File: src/rtl/ram_pkg.sv
// Shared definitions for the RAM BIST controller: geometry,
// sequencer states and the test pattern generator.
package ram_pkg;

    localparam int AW    = 6;
    localparam int DW    = 8;
    localparam int DEPTH = 2 ** AW;

    localparam logic [7:0] ERR_MAX = 8'd128;

    typedef enum logic [2:0] {
        IDLE,
        WR0,
        RD0,
        DRN0,
        WR1,
        RD1,
        DRN1,
        DONE
    } state_t;

    // P0 is seed ^ addr; P1 is its complement
    function automatic logic [DW-1:0] pat(
        input logic [DW-1:0] s,
        input logic [AW-1:0] a,
        input logic          inv
    );
        logic [DW-1:0] p;
        p = s ^ DW'(a);
        return inv ? ~p : p;
    endfunction

endpackage

File: src/rtl/ram_bist_ctrl.sv
// Two-pass RAM self-test: write/read pattern P0, then P1, with a
// one-cycle pipelined compare and first-failure capture.
module ram_bist_ctrl #(
    parameter int AW = 6,
    parameter int DW = 8
) (
    input  logic          clk,
    input  logic          rst_n,
    input  logic          start,
    input  logic [DW-1:0] seed,
    output logic [AW-1:0] addr,
    output logic [DW-1:0] data,
    output logic          we,
    input  logic [DW-1:0] out,
    output logic          busy,
    output logic          done,
    output logic          pass,
    output logic [7:0]    err_count,
    output logic [AW-1:0] fail_addr,
    output logic [DW-1:0] fail_exp,
    output logic [DW-1:0] fail_got
);

    import ram_pkg::*;

    state_t        state;
    state_t        state_nxt;
    logic [AW-1:0] cnt;
    logic          last;
    logic          sweep;
    logic [DW-1:0] seed_q;
    logic          cmp_v;
    logic          cmp_inv;
    logic [AW-1:0] cmp_a;
    logic [DW-1:0] exp_w;
    logic          miss;
    logic [7:0]    err_q;
    logic [7:0]    err_nxt;
    logic          pass_q;

    assign last  = &cnt;
    assign sweep = (state == WR0) || (state == RD0) ||
                   (state == WR1) || (state == RD1);

    always_ff @(posedge clk or negedge rst_n) begin
        if (!rst_n) begin
            state <= IDLE;
        end else begin
            state <= state_nxt;
        end
    end

    always_comb begin
        state_nxt = state;
        unique case (state)
            IDLE:    if (start) state_nxt = WR0;
            WR0:     if (last)  state_nxt = RD0;
            RD0:     if (last)  state_nxt = DRN0;
            DRN0:    state_nxt = WR1;
            WR1:     if (last)  state_nxt = RD1;
            RD1:     if (last)  state_nxt = DRN1;
            DRN1:    state_nxt = DONE;
            DONE:    state_nxt = IDLE;
            default: state_nxt = IDLE;
        endcase
    end

    always_comb begin
        we   = 1'b0;
        data = '0;
        addr = '0;
        busy = 1'b0;
        done = 1'b0;
        unique case (state)
            WR0: begin
                we   = 1'b1;
                data = pat(seed_q, cnt, 1'b0);
                addr = cnt;
                busy = 1'b1;
            end
            WR1: begin
                we   = 1'b1;
                data = pat(seed_q, cnt, 1'b1);
                addr = cnt;
                busy = 1'b1;
            end
            RD0, RD1: begin
                addr = cnt;
                busy = 1'b1;
            end
            DRN0, DRN1: busy = 1'b1;
            DONE:       done = 1'b1;
            default:    ;
        endcase
    end

    // Address counter restarts at zero on every phase change
    always_ff @(posedge clk or negedge rst_n) begin
        if (!rst_n) begin
            cnt     <= '0;
            cmp_v   <= 1'b0;
            cmp_inv <= 1'b0;
            cmp_a   <= '0;
        end else begin
            cnt     <= sweep ? cnt + 1'b1 : '0;
            cmp_v   <= (state == RD0) || (state == RD1);
            cmp_inv <= (state == RD1);
            cmp_a   <= cnt;
        end
    end

    assign exp_w = pat(seed_q, cmp_a, cmp_inv);
    assign miss  = cmp_v && (out != exp_w);

    always_comb begin
        err_nxt = err_q;
        if (miss && (err_q != ERR_MAX)) begin
            err_nxt = err_q + 8'd1;
        end
    end

    always_ff @(posedge clk or negedge rst_n) begin
        if (!rst_n) begin
            seed_q    <= '0;
            err_q     <= '0;
            pass_q    <= 1'b0;
            fail_addr <= '0;
            fail_exp  <= '0;
            fail_got  <= '0;
        end else if ((state == IDLE) && start) begin
            seed_q    <= seed;
            err_q     <= '0;
            pass_q    <= 1'b0;
            fail_addr <= '0;
            fail_exp  <= '0;
            fail_got  <= '0;
        end else begin
            err_q <= err_nxt;
            if (miss && (err_q == 8'd0)) begin
                fail_addr <= cmp_a;
                fail_exp  <= exp_w;
                fail_got  <= out;
            end
            // Final compare lands in DRN1, so the verdict is ready in DONE
            if (state == DRN1) begin
                pass_q <= (err_nxt == 8'd0);
            end
        end
    end

    assign err_count = err_q;
    assign pass      = pass_q;

endmodule

File: config.mk
export PLATFORM = sky130hd
export DESIGN_NAME = ram_bist_ctrl
export DESIGN_NICKNAME = d
export VERILOG_FILES = /design/src/rtl/ram_pkg.sv /design/src/rtl/ram_bist_ctrl.sv
export SDC_FILE = /design/constraint.sdc
export NUM_CORES = 1
export LEC_CHECK = 0
export ABC_AREA = 1
export ABC_CLOCK_PERIOD_IN_PS = 2220
export CORE_ASPECT_RATIO = 1.5
export CORE_MARGIN = 3
export CORE_UTILIZATION = 56
export CTS_CLUSTER_SIZE = 16
export DETAILED_ROUTE_END_ITERATION = 7
export DONT_BUFFER_PORTS = 1
export PLACE_DENSITY = 0.71
export SLEW_MARGIN = 20
export SYNTH_ARGS = -nofsm -noshare
export SYNTH_HDL_FRONTEND = slang
export SYNTH_SLANG_ARGS = --single-unit
export TNS_END_PERCENT = 1
File: constraint.sdc
create_clock -name clk -period 2.22 [get_ports clk]
set_clock_uncertainty 0.1 [all_clocks]
set_input_delay 0.444 -clock clk [delete_from_list [all_inputs] [get_ports clk]]
set_output_delay 0.444 -clock clk [all_outputs]
set_load 0.01 [all_outputs]
# Word-level counts from Yosys, hierarchy flattened
# Index checks and enable logic that the tools add are counted.
[totals]
register_bits = 56
inputBits = 19
out_inout_bits = 48
word_cells = 72
[op_classes]
add_sub_neg = 2
eq_ne = 14
mux = 23
bitwise = 4
reduce_logical = 18
[op_table]
columns = ["operator", "n"]
rows = [
  ["$mux W8", 7],
  ["$mux W6", 4],
  ["$pmux W3 S8", 1],
  ["$logic_not A8 Y1", 2],
  ["$not A8 Y8", 2],
  ["$pmux W8 S2", 1],
  ["$xor A8 B6 Y8", 2],
  ["$mux W3", 5],
  ["$eq A3 B3 Y1 const B", 4],
  ["$ne A2 B2 Y1 const B", 5],
  ["$add A8 B1 Y8 const B", 1],
  ["$ne A8 B8 Y1", 1],
  ["$ne A8 B8 Y1 const B", 1],
  ["$add A6 B1 Y6 const B", 1],
  ["$eq A3 B2 Y1 const B", 2],
  ["$reduce_and A6 Y1", 1],
  ["$reduce_or A6 Y1", 1],
  ["$mux W1", 5],
  ["$reduce_and A5 Y1", 1],
  ["$logic_and A1 B1 Y1", 4],
  ["$logic_or A1 B1 Y1", 4],
  ["$reduce_bool A2 Y1", 2],
  ["$reduce_or A4 Y1", 1],
  ["$eq A3 B1 Y1 const B", 1],
  ["other kinds (2)", 2],
]

# Longest topological paths before layout
[depth]
ltp_word = 10
depth_mapped = 19
mapped_depth_nobuf = 18

# Worst setup path after synthesis
# No wires, ideal clock.
[synth_path]
path_type = "register to output"
from = "register state[1]"
to = "output port addr[0]"
t_arrival_ns = 1.528
required_ns = 1.676
slack_ns = 0.148
path_stages_with_launch = 8
path_buffers = 1
cell_sequence = "dfrtp_1 > or2_2 > nor2_2 > inv_1 > nand3_1 > inv_1 > clkbuf_1 > nor2_1"
[synth_between]
elab_chain_len = 3
word_cells_on_any_way = 6
cone_classes = "eq/ne (4); mux (1); reduce/logical (1)"
[synth_rtl]
columns = ["item", "line_no", "text"]
rows = [
  ["start, declared", "ram_bist_ctrl.sv:26", "state_t state;"],
  ["start signal, assigned", "ram_bist_ctrl.sv:49", "state <= state_nxt;"],
  ["$eq A3 B1 Y1 (tied with other cells)", "ram_bist_ctrl.sv:74", "unique case (state)"],
  ["$reduce_or A4 Y1 (no line) (*)", "-", ""],
  ["$mux W6 (*)", "ram_bist_ctrl.sv:74", ""],
  ["end, declared", "ram_bist_ctrl.sv:11", "output logic [AW-1:0] addr,"],
]
# Every way passes the cells marked *; elsewhere a longest branch is shown, timed or not.

# Worst setup path after layout
[layout_path]
from = "register state[0]"
to = "output port addr[1]"
# Same word-level chain as after synthesis.

==> flow_summary.json <==
{
  "first_pass_iters": 4,
  "min_from": "seed[7]",
  "async_flop_share_pct": 100,
  "synth_seq_cells": 56,
  "placed_cell_area_sq_um": 3050,
  "startpoint_type": "flop",
  "critPathMaxStageDelay_ns": 0.38,
  "yosysMostFrequentCell": "nand2_1",
  "power.total_mw": 1.64,
  "place_inst": 453,
  "yosys.cell_types.count": 27,
  "grt_max_degree": 57,
  "cts.sinks": 56,
  "nets": 433,
  "rsz0062_at_grt": "yes",
  "leakage_nw": 1.74,
  "numCtsBuffers": 5,
  "path_buf_inv": 4,
  "synth_area_per_cell_sq_um": 7.59,
  "dpl_worst_slack_ns": -0.0542,
  "crit_path_top_delay_cell": "dfrtp_1",
  "cp_max_fo": 6,
  "drc": 0,
  "clock.fmax_ghz": 0.457,
  "grt_pass1_vias": 2471,
  "fin_hold_ws_ns": 0.152,
  "wl_per_cell_um": 14.9,
  "htreeDepth": 2,
  "core_area_sq_um": 4960,
  "slew_viol_final": 0,
  "grt_usage_pct": 23.7,
  "area_growth_pct": 15.1,
  "synthCells": 390,
  "min_path_type": "input port to flop",
  "finalSetupTns_ns": 0,
  "arrival_ns": 1.65,
  "p_per_area_nw_per_um2": 481,
  "ys_warn_count": 0,
  "path_delay_family": "simple AND/OR/NAND/NOR gates",
  "root_buffer": "clkbuf_8",
  "timing.final.ws_setup_ns": 0.0310,
  "synth_edf_count": 0,
  "synthTopCellsByCount": "nand2_1 (93), dfrtp_1 (56), inv_1 (51)",
  "r2r-start": "cmp_inv",
  "syn_area_sq_um": 2960,
  "die_h_um": 95.1,
  "post-dp-hpwl_um": 5150,
  "r2r_setup_slack_ns": 0.13,
  "fillers": 454,
  "synth-main-ff-cell": "dfrtp_1",
  "initialDrtViolationCount": 166,
  "post-route-util_pct": 68.6,
  "start_util_pct": 59.7,
  "syn_nets": 412,
  "drtAntennaViolNets": 0,
  "ir_worst_vdd_mv": 0.422,
  "cp_cell_sequence": "inv_2, or2_4, nor2_4, inv_2, nand3_4, clkinvlp_4, buf_4, nor2_4",
  "finalHoldViolCount": 0,
  "cts_tree": "built",
  "maxCapViolations": 0,
  "hold_depth": 2,
  "fin_cells": 478,
  "synth_top_area_cell": "dfrtp_1",
  "crit_start": "state[0]",
  "totalWireLength_um": 7120,
  "required_ns": 1.68,
  "endpoint_kind": "output pin",
  "fin_crit_ns": 2.19,
  "synth_seq_area_share_pct": 47.3,
  "design_area_sq_um": 3410,
  "outcome": "completed",
  "synthTopCellsByArea": "dfrtp_1 (47%), nand2_1 (12%), nand3_1 (8.1%)",
  "port_buffers": 0,
  "finalSetupViolCount": 0,
  "hold-path-endpoint": "seed_q[7]",
  "vias": 2639,
  "grt_pass1_wl_um": 11500,
  "yosysTopAreaCellShare_pct": 47.3,
  "core.rowCount": 31,
  "drive_gt1_share_pct": 17.0,
  "slew-limit-headroom_pct": 70.0,
  "ios": 67,
  "n_antenna_cell": 0,
  "tightest_slew_ns": 0.449,
  "r2r_end": "pass",
  "cts.path.max_buffers": 2,
  "viasPerCell": 5.52,
  "die-area_sq_um": 6210,
  "clk_latency_ns": 0.31,
  "timing.final.crit_share_pct": 98.6,
  "worstSetupPathType": "flop to output pin",
  "r2r_cells": 18,
  "overflow": 0,
  "clk_pin_slew_ns": 0.10,
  "gp_congestion": 0.919,
  "die_width_um": 65.4,
  "antenna_found_initial": 0
}
-- report_power, final --
group	internal [mW]	leakage (nW)	switching, mW
sequential	1.02	0.674	0
combinational	0.0125	1.02	0.0296
clock	0.256	0.0516	0.324
-- cell families after synthesis --
kind of cell             synth area share (%)
AND/OR/NAND/NOR                          30.5
buffers and inverters                    9.04
flip-flops                               47.3
AO/OA/AOI/OAI                            8.28
XOR/XNOR                                 3.55
adder cells (fa/ha/maj)                  1.27
-- cell usage in the layout (no fill, tap or decap), types with 3 or more instances in the layout --
cell type	n
o21ai_1	4
inv_2	4
nand2_1	85
a21oi_2	4
nand3_1	47
nor2_4	7
dfrtp_1	54
clkbuf_8	6
buf_4	20
a21oi_1	5
ha_1	3
nor2_1	30
nand2_2	10
nor2_2	3
o21ai_0	34
nand4_1	10
nor3_1	6
inv_1	48
xor2_1	5
xnor2_1	7
-- sequential cells by signal, summed over array words and instances (netlist names) --
| register | count |
|---|---|
| fail_got | 8 |
| cmp_a | 6 |
| fail_addr | 6 |
| pass | 1 |
| cmp_inv | 1 |
| cnt | 6 |
| err_count | 8 |
| fail_exp | 8 |
| state | 3 |
| seed_q | 8 |
| cmp_v | 1 |
-- worst max path at each step --
stage / endpoint / cells past startpoint
2_1_floorplan: addr[0] / 7
3_5_place_dp: fail_got[2] / 12
3_3_place_gp: fail_got[5] / 12
5_1_grt: pass / 16
6_report: addr[1] / 8
4_1_cts: addr[3] / 8
-- worst reg2reg max path, delay by kind of cell, from the launching register on --
family / cells / cell delay, ns
and+or+nand+nor: 13 / 1.02
AOI/OAI and AO/OA: 1 / 0.11
buffers and inverters: 4 / 0.35
DFF: 1 / 0.47
-- what timing repair did --
item	4_1_cts	5_1_grt
endpoints found under the setup margin	28	38
gates cloned	0	1
setup buffers	6	8
hold buffers	2	0
hold endpoints to repair	56	0
pin swaps	0	4
gates resized for setup	13	31
-- area by class of cell --
| type | instances | area (sq um) | share of cell area [%] |
|---|---|---|---|
| Sequential cell | 56 | 1400 | 41.2 |
| Multi-Input combinational cell | 268 | 1400 | 41.0 |
| Timing Repair Buffer | 26 | 220 | 6.46 |
| Inverter | 54 | 209 | 6.13 |
| Clock buffer | 6 | 82.6 | 2.42 |
| Tap cell | 66 | 82.6 | 2.42 |
| Clock inverter | 2 | 13.8 | 0.404 |
-- metal layers --
layer  track usage [%]  vias up  routed length, um
li1                  -     1284                  -
met1              28.7     1256               2870
met2              41.1       88               3600
met3              5.19       11                522
met4              8.30        0                129
met5                 0        -                  0
(Power assumes the default switching activity.)
